--- src/rtl/shifter_pkg.sv ---
// Shared definitions for the pipelined barrel shifter.
//   mode_t              2-bit shift mode
//   MODE_*              mode encodings (SLL, SRL, SRA, ROTL)
//   levels_per_stage()  barrel levels handled by each pipeline stage
//   stage_first_level() first barrel level owned by a stage
//   stage_end_level()   one past the last barrel level owned by a stage
package shifter_pkg;

    typedef logic [1:0] mode_t;

    localparam mode_t MODE_SLL  = 2'b00;
    localparam mode_t MODE_SRL  = 2'b01;
    localparam mode_t MODE_SRA  = 2'b10;
    localparam mode_t MODE_ROTL = 2'b11;

    // Ceiling division, so earlier stages absorb any leftover levels.
    function automatic int levels_per_stage(input int shamt_w, input int stages);
        return (shamt_w + stages - 1) / stages;
    endfunction

    // Clamped to shamt_w: trailing stages may own no levels at all and
    // then act as plain pipeline registers.
    function automatic int stage_first_level(input int s, input int shamt_w, input int stages);
        int lo;
        lo = s * levels_per_stage(shamt_w, stages);
        return (lo > shamt_w) ? shamt_w : lo;
    endfunction

    function automatic int stage_end_level(input int s, input int shamt_w, input int stages);
        return stage_first_level(s + 1, shamt_w, stages);
    endfunction

endpackage

--- src/rtl/shifter_stage.sv ---
// One pipeline stage of the barrel shifter: applies barrel levels
// [LVL_LO, LVL_HI) combinationally to its input, then registers the result
// together with valid, mode and the shift-amount bits still to be applied.
// Optional feature: SHIFTER_ROTATE_EN enables rotate-left for mode 11;
// without it mode 11 shifts like SLL.
// Ports:
//   clock, reset            clock, asynchronous active-high reset
//   in_valid / in_ready     upstream handshake
//   in_data, in_shamt,      operand, remaining shift amount, mode
//   in_mode
//   out_valid / out_ready   downstream handshake
//   out_data, out_shamt,    registered partial result, remaining shamt,
//   out_mode                mode
module shifter_stage
    import shifter_pkg::*;
#(
    parameter int WIDTH   = 32,
    parameter int SHAMT_W = 5,
    parameter int LVL_LO  = 0,
    parameter int LVL_HI  = 3
) (
    input  logic               clock,
    input  logic               reset,
    input  logic               in_valid,
    output logic               in_ready,
    input  logic [WIDTH-1:0]   in_data,
    input  logic [SHAMT_W-1:0] in_shamt,
    input  mode_t              in_mode,
    output logic               out_valid,
    input  logic               out_ready,
    output logic [WIDTH-1:0]   out_data,
    output logic [SHAMT_W-1:0] out_shamt,
    output mode_t              out_mode
);

    localparam int NLVL = LVL_HI - LVL_LO;

    // level_data[i] is the operand after the first i levels of this stage.
    logic [NLVL:0][WIDTH-1:0] level_data;
    logic [SHAMT_W-1:0]       done_mask;

    logic               valid_reg;
    logic [WIDTH-1:0]   data_reg;
    logic [SHAMT_W-1:0] shamt_reg;
    mode_t              mode_reg;

    assign level_data[0] = in_data;

    genvar gi;
    generate
        for (gi = 0; gi < NLVL; gi++) begin : g_level
            localparam int K   = LVL_LO + gi;
            localparam int AMT = 1 << K;
            logic [WIDTH-1:0] shifted;

            // Arithmetic right shift level by level keeps the MSB, so the
            // sign captured at accept propagates through every stage.
            always_comb begin
                shifted = level_data[gi];
                if (in_shamt[K]) begin
                    case (in_mode)
                        MODE_SRL: shifted = level_data[gi] >> AMT;
                        MODE_SRA: shifted = $signed(level_data[gi]) >>> AMT;
`ifdef SHIFTER_ROTATE_EN
                        MODE_ROTL: shifted = (level_data[gi] << AMT) |
                                             (level_data[gi] >> (WIDTH - AMT));
`endif
                        default:  shifted = level_data[gi] << AMT;
                    endcase
                end
            end

            assign level_data[gi+1] = shifted;
        end

        // Bits consumed here are cleared before being passed on.
        for (gi = 0; gi < SHAMT_W; gi++) begin : g_mask
            assign done_mask[gi] = (gi >= LVL_LO) && (gi < LVL_HI);
        end
    endgenerate

    assign in_ready = !valid_reg || out_ready;

    always_ff @(posedge clock or posedge reset) begin
        if (reset) begin
            valid_reg <= 1'b0;
            data_reg  <= '0;
            shamt_reg <= '0;
            mode_reg  <= MODE_SLL;
        end else if (in_ready) begin
            // Loading a bubble empties the stage, so gaps collapse.
            valid_reg <= in_valid;
            if (in_valid) begin
                data_reg  <= level_data[NLVL];
                shamt_reg <= in_shamt & ~done_mask;
                mode_reg  <= in_mode;
            end
        end
    end

    assign out_valid = valid_reg;
    assign out_data  = data_reg;
    assign out_shamt = shamt_reg;
    assign out_mode  = mode_reg;

endmodule

--- src/rtl/shifter_pipe.sv ---
// Pipelined barrel shifter (SLL / SRL / SRA / optional ROTL) with
// valid/ready handshake on both sides. The log2(WIDTH) barrel levels are
// spread over STAGES register stages, earlier stages taking extra levels.
// Optional feature: define SHIFTER_ROTATE_EN to make mode 11 a rotate-left;
// otherwise mode 11 shifts like SLL while out_mode still reports 11.
// Ports:
//   clock      rising-edge clock
//   reset      asynchronous active-high reset
//   in_valid   operand present          in_ready   operand accepted
//   in_data    operand                  in_shamt   shift amount 0..WIDTH-1
//   in_mode    00 SLL, 01 SRL, 10 SRA, 11 ROTL
//   out_valid  result present           out_ready  consumer accepts
//   out_data   shifted result           out_mode   mode of out_data
module shifter_pipe
    import shifter_pkg::*;
#(
    parameter int WIDTH   = 32,
    parameter int STAGES  = 2,
    parameter int SHAMT_W = $clog2(WIDTH)
) (
    input  logic               clock,
    input  logic               reset,
    input  logic               in_valid,
    output logic               in_ready,
    input  logic [WIDTH-1:0]   in_data,
    input  logic [SHAMT_W-1:0] in_shamt,
    input  logic [1:0]         in_mode,
    output logic               out_valid,
    input  logic               out_ready,
    output logic [WIDTH-1:0]   out_data,
    output logic [1:0]         out_mode
);

    // Index s is the input side of stage s; index STAGES is the pipe output.
    logic [STAGES:0]                valid_c;
    logic [STAGES:0]                ready_c;
    logic [STAGES:0][WIDTH-1:0]     data_c;
    logic [STAGES:0][SHAMT_W-1:0]   shamt_c;
    logic [STAGES:0][1:0]           mode_c;
    logic [SHAMT_W-1:0]             unused_shamt;

    assign valid_c[0] = in_valid;
    assign data_c[0]  = in_data;
    assign shamt_c[0] = in_shamt;
    assign mode_c[0]  = in_mode;

    genvar gi;
    generate
        for (gi = 0; gi < STAGES; gi++) begin : g_stage
            shifter_stage #(
                .WIDTH   (WIDTH),
                .SHAMT_W (SHAMT_W),
                .LVL_LO  (stage_first_level(gi, SHAMT_W, STAGES)),
                .LVL_HI  (stage_end_level(gi, SHAMT_W, STAGES))
            ) u_stage (
                .clock     (clock),
                .reset     (reset),
                .in_valid  (valid_c[gi]),
                .in_ready  (ready_c[gi]),
                .in_data   (data_c[gi]),
                .in_shamt  (shamt_c[gi]),
                .in_mode   (mode_c[gi]),
                .out_valid (valid_c[gi+1]),
                .out_ready (ready_c[gi+1]),
                .out_data  (data_c[gi+1]),
                .out_shamt (shamt_c[gi+1]),
                .out_mode  (mode_c[gi+1])
            );
        end
    endgenerate

    assign ready_c[STAGES] = out_ready;

    // Every level has been applied by the last stage, so this is all zero.
    assign unused_shamt = shamt_c[STAGES];

    // Stage 0 already reports ready when empty; masking with reset keeps
    // the block from accepting while it is being cleared.
    assign in_ready  = ready_c[0] && !reset;
    assign out_valid = valid_c[STAGES];
    assign out_data  = data_c[STAGES];
    assign out_mode  = mode_c[STAGES];

endmodule

--- config.mk ---
export PLATFORM = sky130hd
export DESIGN_NAME = shifter_pipe
export DESIGN_NICKNAME = d
export VERILOG_FILES = /design/src/rtl/shifter_pkg.sv /design/src/rtl/shifter_stage.sv /design/src/rtl/shifter_pipe.sv
export SDC_FILE = /design/constraint.sdc
export NUM_CORES = 1
export LEC_CHECK = 0
export ABC_AREA = 1
export CAP_MARGIN = 5
export CORE_MARGIN = 1
export CORE_UTILIZATION = 35
export CTS_CLUSTER_DIAMETER = 50
export DETAILED_ROUTE_END_ITERATION = 16
export PLACE_DENSITY = 0.56
export SYNTH_ARGS = -nofsm -noshare
export SYNTH_HDL_FRONTEND = slang
export SYNTH_SLANG_ARGS = --single-unit
--- constraint.sdc ---
create_clock -name clock -period 2.7 [get_ports clock]
set_input_delay 0.405 -clock clock [delete_from_list [all_inputs] [get_ports clock]]
set_output_delay 0.405 -clock clock [all_outputs]
set_load 0.02 [all_outputs]
; Word level (Yosys, flattened, before mapping)
; Index checks and enable logic that the tools add are counted.
[classes]
n_reduce_logical = 8
eq_ne = 4
mux = 10
[ops]
columns = operator, n
row1 = $pmux W32 S2, 5
row2 = $mux W32, 5
row3 = $eq A2 B1 Y1 const B, 2
row4 = $eq A2 B2 Y1 const B, 2
row5 = $reduce_and A2 Y1, 2
row6 = $logic_not A1 Y1, 3
row7 = $logic_or A1 B1 Y1, 2
row8 = $logic_and A1 B1 Y1, 1
[word_totals]
inputBits = 43
wordCells = 29
output_inout_bits = 36
ff_bits = 72

; Logic depth before layout (Yosys ltp)
; Gate-level depths: netlist (run 1).
[logic_depth]
word_depth = 7
mapped_depth = 15
mapped_depth_nobuf = 14

; Cells and area by module
; A second synthesis (run 1) with hierarchy kept.
[hier_totals]
cells_unflattened = 1121
area_unflattened_um2 = 6548.8
[by_module_without_submodules]
columns = mod, instances, area_each_um2, seq_area_each_um2, cells_per_inst
row1 = shifter_stage at g_stage[0].u_stage, 1, 3756.1, 925.9, 656
row2 = shifter_stage at g_stage[1].u_stage, 1, 2782.7, 950.9, 463
row3 = shifter_pipe, 1, 10.0, 0.0, 2

; Worst setup path before layout (run 1)
; No wires, ideal clock.
[synth_path]
path_kind = input port to output port
start = input port reset
end = output port in_ready
path_stages = 3
arrival_ns = 2.235
slack_ns = 0.060
t_required_ns = 2.295
path_cell_list = inv_1 nand2_1 inv_1
[synth_via]
elab_chain_cells = 2
[synth_rtl]
columns = item, line_no
row1 = start: declaration, shifter_pipe.sv:22  ; input logic reset,
row2 = $logic_not A1 Y1 (no line), --
row3 = $logic_and A1 B1 Y1, shifter_pipe.sv:79  ; assign in_ready = ready_c[0] && !reset;
row4 = end: declaration, shifter_pipe.sv:24  ; output logic in_ready,
; Every way passes these cells.

; Final worst setup path (run 1)
[layout_path]
start = input port in_mode[0]
end = register g_stage[0].u_stage.data_reg[23]
[layout_via]
elab_chain_cells = 7
[layout_rtl]
columns = item, line_no
row1 = start: declaration, shifter_pipe.sv:27  ; input logic [1:0] in_mode,
row2 = $eq A2 B2 Y1 / $eq A2 B1 Y1 (equally long branches), shifter_stage.sv:61  ; case (in_mode)
row3 = $pmux W32 S2, shifter_stage.sv:61
row4 = $mux W32, shifter_stage.sv:60  ; if (in_shamt[K]) begin
row5 = $pmux W32 S2, shifter_stage.sv:61
row6 = $mux W32, shifter_stage.sv:60
row7 = $pmux W32 S2, shifter_stage.sv:61
row8 = $mux W32 (*), shifter_stage.sv:60
row9 = end signal: assignment, shifter_stage.sv:94  ; data_reg <= level_data[NLVL];
row10 = end: declaration, shifter_stage.sv:43  ; logic [WIDTH-1:0] data_reg;
; Every way passes the cells marked *; elsewhere a longest branch is shown, timed or not.
; A chain may end at the register's enable or synchronous reset.

==> impl_metrics.toml, run 1 <==
[placed_design]
place_ws_ps = -12.0
routabilityCongestion = 0.906
port_buffers = 78
dp_hpwl_mm = 14.9

[pwr]
p_sw_mw = 2.11
p_sw_share_pct = 40.0
leakagePower_nw = 3.54
combPwrFrac_pct = 44.8
clock_power_share_pct = 24.9
ir_worst_vdd_v = 0.000532
pwr-share-seq_pct = 30.2
power_density_nw_per_um2 = 706
p_int_mw = 3.16

[timing]
setup_viol = 0
fin_crit_sh_pct = 87.7
finalHoldViolations = 0
worst_pin_slew_ps = 910
slew_viol_final = 0
fin_skew_ps = 6.04
rsz0062_at_grt = "false"
slew-limit-headroom_pct = 39.4
max_freq_ghz = 0.422
fin_ws_ps = 331
min_period_ps = 2370

[route]
drcViolationCount = 0
vias = 6569
ant_nets = 0
avgRoutedWirePerCell_um = 15.8
first_pass_iters = 5
wirelength_mm = 19.8
drtIter0Drc = 545
via_per_inst = 5.23

[floorplanning]
chipWidth_um = 137
rows = 48
coreArea_um2 = 17500
die_area_um2 = 18700
ios = 79
start_util_pct = 36.3
chipHeight_um = 137

[clock_tree]
cts_hold_buf = 0
numCtsBuffers = 9
post_cts_resized = 0
cts.htree.levels = 3
cts_setup_buffers = 0
cts.sinks = 72
clock_latency_ps = 340
root_buffer = "clkbuf_16"
cts.clk_slew.worst_paths_ps = 60
clockBufferDepth = 2
cts_tree = "built"

[global_routing]
antenna_found_initial = 0
grt_pass1_vias = 6416
grt_overflow = 0
grt_usage_pct = 22.6
grt_max_degree = 73
grt_pass1_wl_mm = 32.7

[critical_path]
start_kind = "input port"
critPathMaxFanout = 42
critical_path_required_ps = 2970
worst_ep_arrival_time_ps = 2640
critPathCaptureType = "flip-flop"
r2r_slack_ps = 470
worstSetupPathType = "in -> reg"

[final_layout]
drive_gt1_share_pct = 10.0
antenna_cells = 0
utilization_pct = 42.7
final_nets = 1073
syn_to_final_growth_pct = 17.6

[synth]
synth_area_um2 = 6340
ys_types = 34
synth_area_leader_cell = "dfrtp_1"
yosys-top-cells-area = "dfrtp_1 28%, nand2_1 17%, nand3_1 14%"
synth_seq_cells = 72
syn_nets = 1051
synth_edf_count = 0
synth_area_per_cell_um2 = 6.32
yosysTopAreaCellShare_pct = 28.4
ys_warn_count = 0
ys.flop_type = "dfrtp_1"
ys_seq_area_share_pct = 28.4
async_flop_share_pct = 100
synthCells = 1003

[worst_hold_path]
hold_path.class = "reg -> reg"

[flow_run]
maxCapViolations = 0

[status]
status = "complete, no violations"
-- through the flow --
step	setup TNS [ps]	power, mW	area, um^2	hold WS [ps]	instances
2_1_floorplan	0	3.33	6340	449	1003
4_1_cts	0	5.31	7460	483	1255
6_report	0	5.27	7460	479	1255
3_3_place_gp	-0.0144	3.96	7130	463	1239
3_5_place_dp	-19.5	3.97	7130	468	1239
5_1_grt	0	5.65	7460	497	1255
-- final timing paths --
kind                                                              from                                          end  cells after the start
min in group asynchronous                                        reset   g_stage[1].u_stage.out_mode[1]$_DFFE_PP0P_                      3
min reg2reg                g_stage[0].u_stage.out_data[28]$_DFFE_PP0P_  g_stage[0].u_stage.out_data[28]$_DFFE_PP0P_                      2
max in group asynchronous                                        reset  g_stage[0].u_stage.out_data[22]$_DFFE_PP0P_                      3
max                                                         in_mode[0]  g_stage[0].u_stage.out_data[23]$_DFFE_PP0P_                     11
max reg2reg                 g_stage[0].u_stage.out_mode[0]$_DFFE_PP0P_   g_stage[1].u_stage.out_data[0]$_DFFE_PP0P_                     10
min                        g_stage[0].u_stage.out_data[28]$_DFFE_PP0P_  g_stage[0].u_stage.out_data[28]$_DFFE_PP0P_                      2
-- state kept, by name, summed over array words and instances, names as in the netlist --
name / cells
g_stage.u_stage.out_data: 64
g_stage.u_stage.out_mode: 4
g_stage.u_stage.out_shamt: 2
g_stage.u_stage.out_valid: 2
-- power groups by stage --
stage,Clock [mW],Combinational (mW),Sequential [mW]
after floorplan,0,1.78,1.54
after global placement,0,2.36,1.60
after global routing,1.39,2.63,1.64
after CTS,1.34,2.37,1.60
after detailed placement,0,2.36,1.61
final,1.31,2.36,1.59
-- cell usage after synthesis (4+ instances only) --
cell and instances:
o22ai_1 13, a22oi_1 6, o221ai_1 9, nand3_1 174
buf_1 5, dfrtp_1 72, o211ai_1 21, inv_1 60
nand3_2 12, ha_1 5, buf_6 7, a21oi_1 73
inv_2 4, or2_2 21, clkbuf_1 30, o21ai_0 24
o21ai_2 4, nor2_1 67, buf_2 19, buf_4 38
o21ai_1 25, nand2_1 293
-- logic make-up after synthesis --
| kind of cell | Yosys count | share of synthesized area (%) |
|---|---|---|
| adder cells (fa/ha/maj) | 5 | 0.987 |
| buffers and inverters | 167 | 13.4 |
| AO/OA/AOI/OAI | 181 | 16.7 |
| flip-flops | 72 | 28.4 |
| AND/OR/NAND/NOR | 578 | 40.5 |
-- layout make-up --
class                           count  area, um^2
Fill cell                        1905       10000
Multi-Input combinational cell    764        3690
Sequential cell                    72        1800
Timing Repair Buffer              110        1100
Tap cell                          225         282
Inverter                           68         258
Clock buffer                       10         239
Clock inverter                      6        90.1
-- per-layer routing --
layer | vias up | GRT usage [%] | wire length, um
met5 | - | 0 | 0
met4 | 0 | 6.54 | 348
met3 | 25 | 3.56 | 820
met2 | 168 | 37.8 | 9460
met1 | 3033 | 29.9 | 9140
li1 | 3343 | - | -
-- cells in the final DEF (no fill, tap or decap), types with 2 or more instances in the layout --
cell | netlist | layout
a21oi_1 | 73 | 73
a22oi_1 | 6 | 6
a31oi_1 | 2 | 2
buf_12 | 0 | 6
buf_4 | 38 | 26
bufinv_16 | 0 | 2
clkbuf_16 | 0 | 9
clkdlybuf4s50_1 | 0 | 78
clkinv_1 | 3 | 3
dfrtp_1 | 72 | 72
ha_1 | 5 | 4
inv_1 | 60 | 59
inv_2 | 4 | 5
inv_6 | 0 | 2
nand2_1 | 293 | 293
nand2_2 | 3 | 3
nand3_1 | 174 | 174
nand3_2 | 12 | 12
nor2_1 | 67 | 67
nor2_2 | 3 | 3
nor2_4 | 2 | 2
o211ai_1 | 21 | 21
o21ai_0 | 24 | 24
o21ai_1 | 25 | 25
o21ai_2 | 4 | 4
o21bai_1 | 2 | 2
o221ai_1 | 9 | 9
o22ai_1 | 13 | 13
or2_2 | 21 | 21
-- critical path, cell delays in order --
cell             delay [ps]
clkdlybuf4s50_1         510
inv_1                    80
ha_2                    370
buf_12                  220
buf_4                   330
o211ai_1                140
nand3_1                 120
nand2_1                 120
nor2_1                  150
nor2_1                   70
o21ai_1                 100
Note: power is estimated with default switching activity, not from simulation.
==> run 2: changes to the inputs <==
--- a/config.mk
+++ b/config.mk
@@ -7,10 +7,11 @@
 export LEC_CHECK = 0
 export ABC_AREA = 1
 export CAP_MARGIN = 5
-export CORE_MARGIN = 1
+export CORE_ASPECT_RATIO = 2
 export CORE_UTILIZATION = 35
 export CTS_CLUSTER_DIAMETER = 50
 export DETAILED_ROUTE_END_ITERATION = 16
+export HOLD_SLACK_MARGIN = 0.06
 export PLACE_DENSITY = 0.56
 export SYNTH_ARGS = -nofsm -noshare
 export SYNTH_HDL_FRONTEND = slang
==> run 2 against run 1 <==
  * Worst setup slack improved by 120 ps
  * Cell count down 0.88%
  * Die area rose by 0.17%
  * Critical path type unchanged
  * Highest routed layer unchanged
==> impl_metrics.toml, run 2 (same netlist as run 1, synthesis figures left out) <==
[final_layout]
fill_cells = 1993
largest_reg_flops = 64
drive_gt1_share_pct = 9.80
final_nets = 1075
final_cell_mix = "293 x nand2_1, 174 x nand3_1, 78 x clkdlybuf4s50_1"
final_area_um2 = 7430
regArea_um2 = 1800
multi_input_area_um2 = 3690
layout_commonest_cell = "nand2_1"
instances_no_fill = 1244
antenna_cells = 0
syn_to_final_growth_pct = 17.2

[global_routing]
grt_pass1_wl_mm = 32.1
grt_max_degree = 73
antenna_found_initial = 0
grt_overflow = 0
grt_usage_pct = 21.3
grt_pass1_vias = 6387

[timing]
worst_pin_slew_ps = 903
min_period_ps = 2250
rsz0062_at_grt = "false"
max_freq_ghz = 0.444
finalHoldViolations = 0
slew-limit-headroom_pct = 39.8
fin_crit_sh_pct = 83.4
fin_skew_ps = 8.19
setup_tns_ps = 0
setup_viol = 0
slew_viol_final = 0

[status]
status = "complete, no violations"

[clock_tree]
cts_tree = "built"
clock_latency_ps = 340
root_buffer = "clkbuf_16"
numCtsBuffers = 9
cts_setup_buffers = 0
clockBufferDepth = 2
cts_hold_buf = 0
post_cts_resized = 0
cts.clk_slew.worst_paths_ps = 50
cts.htree.levels = 3
cts.sinks = 72

[flow_run]
maxCapViolations = 0

[critical_path]
r2r_slack_ps = 550
reg2reg_to = "g_stage[1].u_stage.out_data[25]$_DFFE_PP0P_"
ff2ff_path_depth = 10
critical_path_required_ps = 2960
endpoint = "g_stage[0].u_stage.out_data[11]$_DFFE_PP0P_"
critPathMaxFanout = 49
start_kind = "input port"
critPathCaptureType = "flip-flop"
worst_ep_arrival_time_ps = 2520
startpoint = "in_mode[0]"
worstSetupPathType = "in -> reg"
r2r-start = "g_stage[0].u_stage.out_mode[0]$_DFFE_PP0P_"

[floorplanning]
die_area_um2 = 18700
chipHeight_um = 192
start_util_pct = 35.7
ios = 79
coreArea_um2 = 17800
rows = 69
chipWidth_um = 97.2

[route]
drtIter0Drc = 274
wirelength_mm = 19.5
first_pass_iters = 5
via_per_inst = 5.31
ant_nets = 0
drcViolationCount = 0
vias = 6604
avgRoutedWirePerCell_um = 15.6

[placed_design]
dp.cells = 1229
port_buffers = 78
dpl-instance-area_um2 = 7130
dp_hpwl_mm = 15.5
routabilityCongestion = 0.903

[pwr]
ir_worst_vdd_v = 0.000350
leakagePower_nw = 3.53
power_density_nw_per_um2 = 697

[worst_hold_path]
hold_path.class = "reg -> reg"
[run 2: cell count changes in the layout (fill, tap and decap cells not counted), sizes merged]
cell,delta
inv,-2
clkbuf,+2
clkinv,-1
buf,+2
[run 2: routing by layer]
layer | wire [um] | vias to the layer above | share of wire, % | GRT usage, %
li1 | - | 3351 | - | -
met5 | 0 | - | 0 | 0
met1 | 7210 | 3090 | 37 | 21.4
met3 | 407 | 33 | 2.1 | 1.63
met4 | 752 | 0 | 3.9 | 11.0
met2 | 11100 | 130 | 57 | 43.0
[run 2: metrics by stage]
stage	hold WS, ps	power [mW]	setup WS (ps)	utilization, %
floorplan	449	3.33	60.2	-
global placement	465	3.97	128	40.1
detailed placement	465	3.98	95.9	40.1
CTS	479	5.22	449	41.8
global route	494	5.53	209	41.8
finish	474	5.18	448	41.8
[run 2: power breakdown]
| part | switching, mW | internal [mW] |
|---|---|---|
| logic | 1.41 | 0.954 |
| clock network | 0.423 | 0.804 |
| registers | 0.209 | 1.38 |
[run 2: layout make-up]
cell class              count  share of cell area (%)
repair buffers            112                    14.9
clock buffers              12                    3.18
multi-input cells         764                    49.7
inverters                  68                    3.47
clock inverters             3                   0.909
flip-flops and latches     72                    24.2
well taps                 213                    3.58
[run 2: how the worst min path moves through the flow]
stage                                                start                                          end  slack [ps]  depth (start not counted)
4_1_cts        g_stage[1].u_stage.out_data[20]$_DFFE_PP0P_  g_stage[1].u_stage.out_data[20]$_DFFE_PP0P_         480                          2
2_1_floorplan  g_stage[0].u_stage.out_data[30]$_DFFE_PP0P_  g_stage[0].u_stage.out_data[30]$_DFFE_PP0P_         450                          2
3_3_place_gp   g_stage[0].u_stage.out_data[12]$_DFFE_PP0P_  g_stage[0].u_stage.out_data[12]$_DFFE_PP0P_         460                          2
6_report       g_stage[1].u_stage.out_data[29]$_DFFE_PP0P_  g_stage[1].u_stage.out_data[29]$_DFFE_PP0P_         470                          2
3_5_place_dp   g_stage[1].u_stage.out_data[20]$_DFFE_PP0P_  g_stage[1].u_stage.out_data[20]$_DFFE_PP0P_         460                          2
5_1_grt        g_stage[1].u_stage.out_data[29]$_DFFE_PP0P_  g_stage[1].u_stage.out_data[29]$_DFFE_PP0P_         490                          2
[run 2: worst max-delay path, stage by stage]
cell	delay, ps
clkdlybuf4s50_1	510
inv_1	70
ha_2	400
buf_12	230
a21oi_1	100
o21ai_1	150
nand3_1	110
nand3_1	130
nand3_1	120
nand3_1	80
nand2_1	80
o21ai_1	80
==> run 3: changes to the inputs <==
--- a/config.mk
+++ b/config.mk
@@ -12,7 +12,7 @@
 export CTS_CLUSTER_DIAMETER = 50
 export DETAILED_ROUTE_END_ITERATION = 16
 export HOLD_SLACK_MARGIN = 0.06
-export PLACE_DENSITY = 0.56
+export PLACE_DENSITY = 0.58
 export SYNTH_ARGS = -nofsm -noshare
 export SYNTH_HDL_FRONTEND = slang
 export SYNTH_SLANG_ARGS = --single-unit
==> constraint.sdc (replaced) <==
create_clock -name clock -period 1.9 [get_ports clock]
set_input_delay 0.285 -clock clock [delete_from_list [all_inputs] [get_ports clock]]
set_output_delay 0.285 -clock clock [all_outputs]
set_load 0.02 [all_outputs]
==> run 3 against run 2 <==
  * Die area stayed put
  * Worst setup slack worse by 380 ps
  * Combinational power is 58% higher
  * Clock power is 38% higher
  * Sequential share of layout area is 2.2 points lower
  * Core utilization is 4.1 points higher
  * Worst hold slack better by 1.3 ps
  * Routed wire length is 4.7% higher
  * Final area is 9.8% higher
  * Register-to-register slack worse by 480 ps
  * Cell count is 5.1% higher
  * Critical path depth is 1 lower
  * Critical path type is now reg -> reg
==> impl_metrics.toml, run 3 (same netlist as run 1, synthesis figures left out) <==
[critical_path]
r2r_slack_ps = 70
crit_path_frequent_cell = "inv_2"
critPathCaptureType = "flip-flop"
worstSetupPathType = "reg -> reg"
critPathMaxFanout = 6
reg2reg_to = "g_stage[1].u_stage.out_data[5]$_DFFE_PP0P_"
ff2ff_path_depth = 11
endpoint = "g_stage[1].u_stage.out_data[5]$_DFFE_PP0P_"
crit_chain = "inv_1 -> ha_1 -> o21ai_4 -> inv_2 -> nand2_2 -> inv_2 -> a22oi_1 -> nor2_1 -> o21ai_2 -> buf_4 -> nand2_1"
worst_path_max_delay_cell = "dfrtp_1"
start_kind = "flip-flop"
startpoint = "g_stage[0].u_stage.out_mode[1]$_DFFE_PP0P_"
cpPeakStageDelay_ps = 400
critical_path_required_ps = 2130
worst_ep_arrival_time_ps = 2060
r2r-start = "g_stage[0].u_stage.out_mode[1]$_DFFE_PP0P_"

[clock_tree]
cts_hold_buf = 0
cts.sinks = 72
numCtsBuffers = 9
cts_tree = "built"
cts.clk_slew.worst_paths_ps = 60
cts.htree.levels = 3
clock_latency_ps = 340
clockBufferDepth = 2
root_buffer = "clkbuf_16"

[floorplanning]
rows = 69
chipHeight_um = 192
ios = 79
coreArea_um2 = 17800
chipWidth_um = 97.2
start_util_pct = 35.7
die_area_um2 = 18700

[timing]
max_freq_ghz = 0.547
finalHoldViolations = 0
slew_viol_final = 0
slew-limit-headroom_pct = 40.3
hold_ws_ps = 475
setup_viol = 0
worst_pin_slew_ps = 895
fin_skew_ps = 5.18
min_period_ps = 1830
fin_crit_sh_pct = 96.2

[route]
ant_nets = 0
drtIter0Drc = 347
avgRoutedWirePerCell_um = 15.6
drcViolationCount = 0
highest_layer = "met4"
wl_met1_mm = 7.09
first_pass_iters = 5
via_per_inst = 5.31
wl_met3_um = 601
met2_length_mm = 11.2
vias = 6943
wirelength_mm = 20.4

[final_layout]
drive_gt1_share_pct = 17.5
final_nets = 1137
fill_cells = 1957
syn_to_final_growth_pct = 28.8
largest_reg_flops = 64
final_cell_mix = "291 x nand2_1, 171 x nand3_1, 76 x buf_4"
antenna_cells = 0
final_area_um2 = 8170
layout_commonest_cell = "nand2_1"
utilization_pct = 45.9

[global_routing]
grt_max_degree = 73
grt_usage_pct = 22.2
antenna_found_initial = 0
grt_overflow = 0
grt_pass1_vias = 6757
grt_pass1_wl_mm = 33.1

[pwr]
finalPower_mw = 7.70
ir_worst_vdd_v = 0.000471
power_density_nw_per_um2 = 942
leakagePower_nw = 3.91

[placed_design]
dp_hpwl_mm = 16.1
dpl-instance-area_um2 = 7660
port_buffers = 78
routabilityCongestion = 0.925

[worst_hold_path]
hold_path.class = "reg -> reg"

[flow_run]
maxCapViolations = 0

[status]
status = "complete, no violations"
## run 3: changes by cell type in the layout (fill, tap and decap cells not counted), moves of 4 or more
cell,change
buf_4,+48
buf_12,+7
o21ai_0,-7
o22ai_1,-7
o22ai_2,+7
buf_6,+4
inv_1,-4
o21ai_2,+4
## run 3: metal layers
| layer | GRT usage (%) | vias up |
|---|---|---|
| li1 | - | 3485 |
| met5 | 0 | - |
| met1 | 20.9 | 3185 |
| met3 | 2.32 | 71 |
| met2 | 43.5 | 202 |
| met4 | 16.4 | 0 |
## run 3: metrics by stage
stage	setup WS [ps]	instances	TNS (ps)
floorplan	17.6	1003	0
global placement	-519	1287	-14830
detailed placement	-512	1287	-15280
CTS	-81.8	1305	-92.8
global route	-24.1	1307	-65.7
finish	72.0	1307	0
## run 3: how the worst min path moves through the flow
stage          cells past startpoint                                   startpoint                                     endpoint  slack (ps)
3_3_place_gp                       2  g_stage[0].u_stage.out_data[12]$_DFFE_PP0P_  g_stage[0].u_stage.out_data[12]$_DFFE_PP0P_         470
6_report                           2  g_stage[1].u_stage.out_data[24]$_DFFE_PP0P_  g_stage[1].u_stage.out_data[24]$_DFFE_PP0P_         470
5_1_grt                            2  g_stage[1].u_stage.out_data[24]$_DFFE_PP0P_  g_stage[1].u_stage.out_data[24]$_DFFE_PP0P_         500
2_1_floorplan                      2                                  in_shamt[3]  g_stage[0].u_stage.out_shamt[3]$_DFFE_PP0P_         410
3_5_place_dp                       2  g_stage[0].u_stage.out_data[12]$_DFFE_PP0P_  g_stage[0].u_stage.out_data[12]$_DFFE_PP0P_         470
4_1_cts                            2  g_stage[0].u_stage.out_data[12]$_DFFE_PP0P_  g_stage[0].u_stage.out_data[12]$_DFFE_PP0P_         480
## run 3: critical path: cells and delay by family, from the launching register on
kind	cells	cell delay, ps
compound gates	3	590
fa+ha+maj	1	220
buf+inv	4	340
flops	1	400
simple gates	3	180
## run 3: layout make-up
type	count	area [um^2]	area share, %
tap	213	267	3.26
clock inverter	5	55.1	0.674
clock buffer	11	253	3.09
multi-input combinational	765	3830	46.9
sequential	72	1800	22.1
inverter	68	262	3.20
timing repair buffer	173	1700	20.8
## run 3: what timing repair did
item | 4_1_cts | 5_1_grt
pin swaps | 5 | 4
setup endpoints to repair | 36 | 36
gates resized for setup | 19 | 25
buffers inserted | 0 | 2
gates cloned | 2 | 0
hold endpoints to repair | 0 | 0
## run 3: power by group
part	internal [mW]	total [mW]	switching (mW)
sequential	1.96	2.27	0.309
combinational	1.61	3.72	2.11
clock	1.08	1.70	0.619
total	4.66	7.70	3.04
